## src/rtl/maple_pkg.sv

```systemverilog
// maple_pkg
// Shared definitions for the Maple bus encoder/decoder pair: the receive
// state encoding, the default frame timeout and the byte width.
package maple_pkg;

    localparam int TIMEOUT_DEFAULT = 64;
    localparam int BYTE_W          = 8;
    localparam int BIT_CNT_W       = $clog2(BYTE_W);

    typedef enum logic [2:0] {
        IDLE     = 3'd0,
        WAIT_BUS = 3'd1,
        PHASE1   = 3'd2,
        PHASE2   = 3'd3,
        FLUSH    = 3'd4,
        DONE     = 3'd5
    } state_t;

endpackage

```

## src/rtl/maple_line_sync.sv

```systemverilog
// maple_line_sync
// Brings one asynchronous Maple bus line into the clk domain and detects
// edges on the synchronized value.
//   clk    : system clock
//   reset  : asynchronous active-low reset (flops preset to 1, the idle level)
//   line   : raw bus line
//   level  : synchronized line value
//   fall   : one-cycle pulse on a synchronized falling edge
//   toggle : one-cycle pulse on any synchronized edge
module maple_line_sync #(
    parameter int SYNC_STAGES = 2
) (
    input  logic clk,
    input  logic reset,
    input  logic line,
    output logic level,
    output logic fall,
    output logic toggle
);

    logic [SYNC_STAGES-1:0] sync_reg;
    logic                   prev_reg;

    always_ff @(posedge clk or negedge reset) begin
        if (!reset) begin
            sync_reg <= '1;
            prev_reg <= 1'b1;
        end else begin
            // Shift the raw line in at bit 0; the oldest sample drops off the top.
            sync_reg <= SYNC_STAGES'({sync_reg, line});
            prev_reg <= sync_reg[SYNC_STAGES-1];
        end
    end

    assign level  = sync_reg[SYNC_STAGES-1];
    assign fall   = prev_reg & ~level;
    assign toggle = prev_reg ^ level;

endmodule

```

## src/rtl/data_decoder.sv

```systemverilog
// data_decoder
// Receives one Maple bus frame per enable and streams the bytes out on an
// AXI-Stream master port, marking the final byte with TLAST.
//   clk                 : system clock, all logic on posedge
//   reset               : asynchronous active-low reset
//   enable              : arms reception of one frame while idle
//   sdcka, sdckb        : Maple bus lines (asynchronous)
//   M_AXIS_TVALID/TREADY/TLAST/TDATA : received byte stream
//   done                : one-cycle pulse at frame end
//   frame_err, overflow, crc_error : sticky status, cleared on a new enable
// Optional feature: define DATA_DECODER_CRC_EN to build the XOR checksum
// check; otherwise crc_error is constant 0.
module data_decoder
    import maple_pkg::*;
#(
    parameter int TIMEOUT     = TIMEOUT_DEFAULT,
    parameter int SYNC_STAGES = 2
) (
    input  logic              clk,
    input  logic              reset,
    input  logic              enable,
    input  logic              sdcka,
    input  logic              sdckb,
    output logic              M_AXIS_TVALID,
    input  logic              M_AXIS_TREADY,
    output logic              M_AXIS_TLAST,
    output logic [BYTE_W-1:0] M_AXIS_TDATA,
    output logic              done,
    output logic              frame_err,
    output logic              overflow,
    output logic              crc_error
);

    localparam int TO_W = $clog2(TIMEOUT + 1);

    state_t state_reg, state_next;

    logic a_level, a_fall, a_edge;
    logic b_level, b_fall, b_edge;

    logic [BYTE_W-1:0]    shift_reg;
    logic [BYTE_W-1:0]    pend_reg;
    logic                 pend_valid_reg;
    logic [BIT_CNT_W-1:0] bit_cnt_reg;
    logic [TO_W-1:0]      to_cnt_reg;
    logic [BYTE_W-1:0]    tdata_reg;
    logic                 tvalid_reg;
    logic                 tlast_reg;
    logic                 frame_err_reg;
    logic                 overflow_reg;

    logic arm, do_sample, sample_bit, flush_fire;
    logic timed_out, out_free, byte_wrap, move_req, load_move, drop_move;
    logic load_flush, load_en;
    logic [BYTE_W-1:0] shift_next;

    maple_line_sync #(.SYNC_STAGES(SYNC_STAGES)) u_sync_a (
        .clk    (clk),
        .reset  (reset),
        .line   (sdcka),
        .level  (a_level),
        .fall   (a_fall),
        .toggle (a_edge)
    );

    maple_line_sync #(.SYNC_STAGES(SYNC_STAGES)) u_sync_b (
        .clk    (clk),
        .reset  (reset),
        .line   (sdckb),
        .level  (b_level),
        .fall   (b_fall),
        .toggle (b_edge)
    );

    assign timed_out  = (to_cnt_reg == TO_W'(TIMEOUT));
    assign out_free   = !tvalid_reg || M_AXIS_TREADY;
    assign shift_next = {shift_reg[BYTE_W-2:0], sample_bit};
    assign byte_wrap  = do_sample && (bit_cnt_reg == '1);
    // The held byte leaves pending when the first bit of the next byte arrives.
    assign move_req   = do_sample && (bit_cnt_reg == '0) && pend_valid_reg;
    assign load_move  = move_req && out_free;
    assign drop_move  = move_req && !out_free;
    assign load_flush = flush_fire && pend_valid_reg;
    assign load_en    = load_move || load_flush;

    always_ff @(posedge clk or negedge reset) begin
        if (!reset) begin
            state_reg <= IDLE;
        end else begin
            state_reg <= state_next;
        end
    end

    always_comb begin
        state_next = state_reg;
        arm        = 1'b0;
        do_sample  = 1'b0;
        sample_bit = 1'b0;
        flush_fire = 1'b0;
        case (state_reg)
            IDLE: begin
                if (enable) begin
                    arm        = 1'b1;
                    state_next = WAIT_BUS;
                end
            end
            WAIT_BUS: begin
                if (a_level && b_level) begin
                    state_next = PHASE1;
                end
            end
            PHASE1: begin
                if (timed_out) begin
                    state_next = FLUSH;
                end else if (a_fall) begin
                    do_sample  = 1'b1;
                    sample_bit = b_level;
                    state_next = PHASE2;
                end
            end
            PHASE2: begin
                if (timed_out) begin
                    state_next = FLUSH;
                end else if (b_fall) begin
                    do_sample  = 1'b1;
                    sample_bit = a_level;
                    state_next = PHASE1;
                end
            end
            FLUSH: begin
                // Never drop the final byte: wait for the output slot.
                if (out_free) begin
                    flush_fire = 1'b1;
                    state_next = DONE;
                end
            end
            DONE: begin
                state_next = IDLE;
            end
            default: begin
                state_next = IDLE;
            end
        endcase
    end

    // Idle counter: restarts on any synchronized edge, saturates at TIMEOUT.
    always_ff @(posedge clk or negedge reset) begin
        if (!reset) begin
            to_cnt_reg <= '0;
        end else if ((state_reg == PHASE1 || state_reg == PHASE2) && !(a_edge || b_edge)) begin
            if (!timed_out) begin
                to_cnt_reg <= to_cnt_reg + 1'b1;
            end
        end else begin
            to_cnt_reg <= '0;
        end
    end

    always_ff @(posedge clk or negedge reset) begin
        if (!reset) begin
            shift_reg      <= '0;
            pend_reg       <= '0;
            pend_valid_reg <= 1'b0;
            bit_cnt_reg    <= '0;
            tdata_reg      <= '0;
            tvalid_reg     <= 1'b0;
            tlast_reg      <= 1'b0;
            frame_err_reg  <= 1'b0;
            overflow_reg   <= 1'b0;
        end else begin
            if (load_en) begin
                tdata_reg  <= pend_reg;
                tlast_reg  <= load_flush;
                tvalid_reg <= 1'b1;
            end else if (tvalid_reg && M_AXIS_TREADY) begin
                tvalid_reg <= 1'b0;
            end

            if (arm) begin
                shift_reg      <= '0;
                pend_valid_reg <= 1'b0;
                bit_cnt_reg    <= '0;
                frame_err_reg  <= 1'b0;
                overflow_reg   <= 1'b0;
            end else begin
                if (do_sample) begin
                    shift_reg   <= shift_next;
                    bit_cnt_reg <= bit_cnt_reg + 1'b1;
                end
                if (byte_wrap) begin
                    pend_reg       <= shift_next;
                    pend_valid_reg <= 1'b1;
                end else if (move_req || flush_fire) begin
                    pend_valid_reg <= 1'b0;
                end
                if (drop_move) begin
                    overflow_reg <= 1'b1;
                end
                if (flush_fire) begin
                    bit_cnt_reg <= '0;
                    // A partial byte or a frame with no bytes is malformed.
                    if (bit_cnt_reg != '0 || !pend_valid_reg) begin
                        frame_err_reg <= 1'b1;
                    end
                end
            end
        end
    end

`ifdef DATA_DECODER_CRC_EN
    logic [BYTE_W-1:0] crc_acc_reg;
    logic              crc_error_reg;

    // Only bytes that actually reach the output register are accumulated.
    always_ff @(posedge clk or negedge reset) begin
        if (!reset) begin
            crc_acc_reg   <= '0;
            crc_error_reg <= 1'b0;
        end else if (arm) begin
            crc_acc_reg   <= '0;
            crc_error_reg <= 1'b0;
        end else begin
            if (load_en) begin
                crc_acc_reg <= crc_acc_reg ^ pend_reg;
            end
            if (state_reg == DONE && crc_acc_reg != '0) begin
                crc_error_reg <= 1'b1;
            end
        end
    end

    assign crc_error = crc_error_reg;
`else
    assign crc_error = 1'b0;
`endif

    assign M_AXIS_TVALID = tvalid_reg;
    assign M_AXIS_TLAST  = tlast_reg;
    assign M_AXIS_TDATA  = tdata_reg;
    assign done          = (state_reg == DONE);
    assign frame_err     = frame_err_reg;
    assign overflow      = overflow_reg;

endmodule

```

## config.mk

```make
export PLATFORM = sky130hd
export DESIGN_NAME = data_decoder
export DESIGN_NICKNAME = d
export VERILOG_FILES = /design/src/rtl/maple_pkg.sv /design/src/rtl/maple_line_sync.sv /design/src/rtl/data_decoder.sv
export SDC_FILE = /design/constraint.sdc
export NUM_CORES = 1
export LEC_CHECK = 0
export ABC_AREA = 1
export BUFFER_PORTS_ARGS = -buffer_cell sky130_fd_sc_hd__buf_2
export CAP_MARGIN = 5
export CORE_MARGIN = 1
export CORE_UTILIZATION = 50
export CTS_CLUSTER_SIZE = 28
export DETAILED_ROUTE_END_ITERATION = 12
export GPL_TIMING_DRIVEN = 0
export PLACE_DENSITY = 0.69
export SLEW_MARGIN = 40
export SYNTH_ARGS = -nofsm -noshare
export SYNTH_HDL_FRONTEND = slang
export SYNTH_SLANG_ARGS = --single-unit
```

## constraint.sdc

```tcl
create_clock -name clk -period 4.75 [get_ports clk]
set_clock_uncertainty 0.1 [all_clocks]
set_input_delay 0.475 -clock clk [delete_from_list [all_inputs] [get_ports clk]]
set_output_delay 0.475 -clock clk [all_outputs]
set_load 0.02 [all_outputs]
```

==> run metrics <==
CTS buffer count 5; final net count 261; worst reg-to-reg path cell count 11; Die Y between 60 and 70 um; Core Rows 23; Crit. End Element flop; clk slew on worst S/H paths roughly 90 ps; Critical Path Source Type flop; die width about 67 um; via-per-instance ratio just under 5; largest net degree at the start of global routing 48; Post-DP Area about 2300 um2; Area Overhead vs Synth 12.28%; unrepaired setup endpoints after global routing no; cell accounting for the most synthesized area dfrtp_1; status finished, final reports clean; Total Wirelength 3.401 mm; fin area between 2000 and 2500 um2; Worst path slowest cell dfrtp_1; switching pwr approximately 0.35 mW; Yosys cell types 29; Setup TNS 0 ps; I/O pin cnt 20; combinational share of power 0.253; post-CTS setup buffers 0; delay-heaviest family, CP simple AND/OR/NAND/NOR gates; Placement Setup Slack ~3000 ps; n_diodes 0; clk root buf clkbuf_8; Resize count post-CTS 0; TritonCTS clock tree yes; Reg power frac 0.497; GRT overflow 0; Slew Limit Fails 0; share of layout cells above drive strength 1 0.2249; clk sink count 47; #FFs+latches synth 47; largest cells by area after synthesis dfrtp_1 49%, nand2_1 8.2%, dfstp_2 7.5%; post-route clock period utilization 0.3826; post-synthesis sequential area ratio 0.5614; routed length per instance 11.37 um; max_cap viols 0; Pre-Repair DR Iteration Count 6; Syn Std Cell Area 2108 um2; Pwr Density around 450 nW/um2; Final min period about 1800 ps; Longest Clk Path Bufs 2; Arrival @ worst endpoint between 1500 and 2000 ps; sw frac 0.3285; GP Congestion around 0.80; Cell Chain, Critical Path inv_1, ha_1, nand2_1, inv_1, nand3_2, nand3_1, nand2_4, nand2_4, buf_8, nand2_1, o21ai_2; via count 1,471; Clk pwr share 0.250; endpoints failing setup 0; required time of the critical path between 4000 and 5000 ps; main combinational cell family by area after synthesis simple AND/OR/NAND/NOR gates; Leak around 1.2 nW; Core Area ~4000 um2; Tot Pwr between 1 and 1.5 mW; Worst Max-Slew Pin Slew ~580 ps; Worst VDD drop 0.2193 mV; yosys warns 0; Final ANT Viol Nets 0; Worst slew margin 0.6166; Crit Path Class reg2reg; Final HPWL DP 2.399 mm; Mapped Cells between 200 and 250; vias in the first global route around 1,300; post-synth top area share 0.4866; Post-Synth Adder-Cell Area 0.04154; post-synthesis simple-gate area fraction 0.2303; number of H-tree levels 2; Initial Util 0.5233; I/O Buffers 18; Worst Path Max Fanout 10; stages on the worst setup path 11; CP max stage delay ~400 ps; first-pass GRT wire length 5.740 mm; Hold Fails Final Rpt 0; Final WS setup between 2000 and 3000 ps; FMAX 0.5502 GHz; DIE AREA 4480 um2; clock latency on the worst-skew pair 290 ps; multiplexer share of the synthesized area 0; DRT iter0 DRCs between 100 and 150; drc violations 0; internal power between 0.7 and 0.8 mW; WP buf/inv 3; Global Route Usage Sum 0.1743; Avg Inst Size Synth 9.454 um2; post-synthesis compound-gate area fraction 0.09199; worst min path class in2async; post-synthesis xor/xnor area fraction 0; hold_buf cts 0; syn_nets ~240; initial antenna violation count 0; FILL cells 371
==> cells in the final DEF, fill, tap and decap left out, types with 2 or more instances in the layout <==
cell type	Yosys	routed
nand2_1	46	46
dfrtp_1	41	41
inv_1	29	29
nand3_1	25	25
buf_2	0	17
nor2_1	14	14
a21oi_1	7	7
o22ai_1	7	7
o21ai_2	7	7
o21ai_0	7	7
ha_1	7	7
clkbuf_8	0	7
dfstp_2	6	6
or2_2	3	3
nand2_4	3	3
inv_2	2	2
nor3_1	2	2
nor2_2	2	2
nand2_2	2	2
nand4_1	2	2
buf_4	1	2
==> cell type report <==
cell class	instances	area [um2]	share of cell area
plain buffers	4	37.54	0.01586
clock buffers	7	96.34	0.04070
clock inverters	1	7.507	0.003171
inverters	31	116.4	0.04915
multi-input cells	141	770.7	0.3256
flip-flops and latches	47	1184	0.5000
well taps	50	62.56	0.02643
repair buffers	18	92.59	0.03911
==> per-layer routing <==
| layer | global-route usage | vias up | wire (um) |
|---|---|---|---|
| met5 | 0 | - | 0 |
| met4 | 0.07181 | 0 | 55 |
| met3 | 0.05137 | 6 | 157 |
| met2 | 0.2601 | 29 | 1437 |
| met1 | 0.2346 | 667 | 1750 |
| li1 | - | 769 | - |
==> logic make-up after synthesis <==
group                    Yosys count
buffers and inverters             35
other                              1
flip-flops                        47
adder cells (fa/ha/maj)            7
AO/OA/AOI/OAI                     31
AND/OR/NAND/NOR                  102
==> worst register-to-register path: cells and delay by family, from the launching register on <==
| family | cells | cell delay [ps] |
|---|---|---|
| AND/OR/NAND/NOR | 6 | 700 |
| flip-flops | 1 | 390 |
| buffers and inverters | 3 | 280 |
| adder cells (fa/ha/maj) | 1 | 190 |
| AO/OA/AOI/OAI | 1 | 50 |
==> per-stage QoR <==
stage	cells	hold slack (ps)	util
floorplan	223	79.41	-
global placement	291	246.8	0.5612
detailed placement	291	248.2	0.5618
CTS	299	90.03	0.5876
global route	299	119.5	0.5876
finish	299	58.67	0.5876
==> cell usage after synthesis <==
library cell  number
nand2_2            2
inv_2              2
a21boi_0           1
clkbuf_1           1
nand2_1           46
nor2_1            14
nand2_4            3
nand3_2            1
o21ai_0            7
a31oi_1            1
o21ai_2            7
nand3b_1           1
a21oi_1            7
inv_1             29
nand3_1           25
dfrtp_1           41
ha_1               7
buf_4              1
buf_8              1
nor2_2             2
or2_2              3
o22ai_1            7
o21ai_1            1
conb_1             1
nand3_4            1
buf_6              1
dfstp_2            6
nand4_1            2
nor3_1             2
==> power groups by stage <==
stage	clock [mW]	sequential (mW)	combinational, mW
6_report	0.264	0.525	0.267
5_1_grt	0.285	0.537	0.309
4_1_cts	0.272	0.526	0.271
3_5_place_dp	0	0.534	0.270
3_3_place_gp	0	0.530	0.266
2_1_floorplan	0	0.537	0.199
==> path summary, 6_finish.rpt <==
kind / from / to / slack [ps]
worst max-delay path: to_cnt_reg[0] / pend_reg[6] / 2930
worst min-delay path: reset / to_cnt_reg[5] / 60
worst max register to register: to_cnt_reg[0] / pend_reg[6] / 2930
worst min register to register: u_sync_a.sync_reg[0] / u_sync_a.sync_reg[1] / 260
max in group asynchronous: reset / M_AXIS_TDATA[7] / 4090
min in group clk: sdckb / u_sync_b.sync_reg[0] / 170
Power figures use the tool's default switching activity.
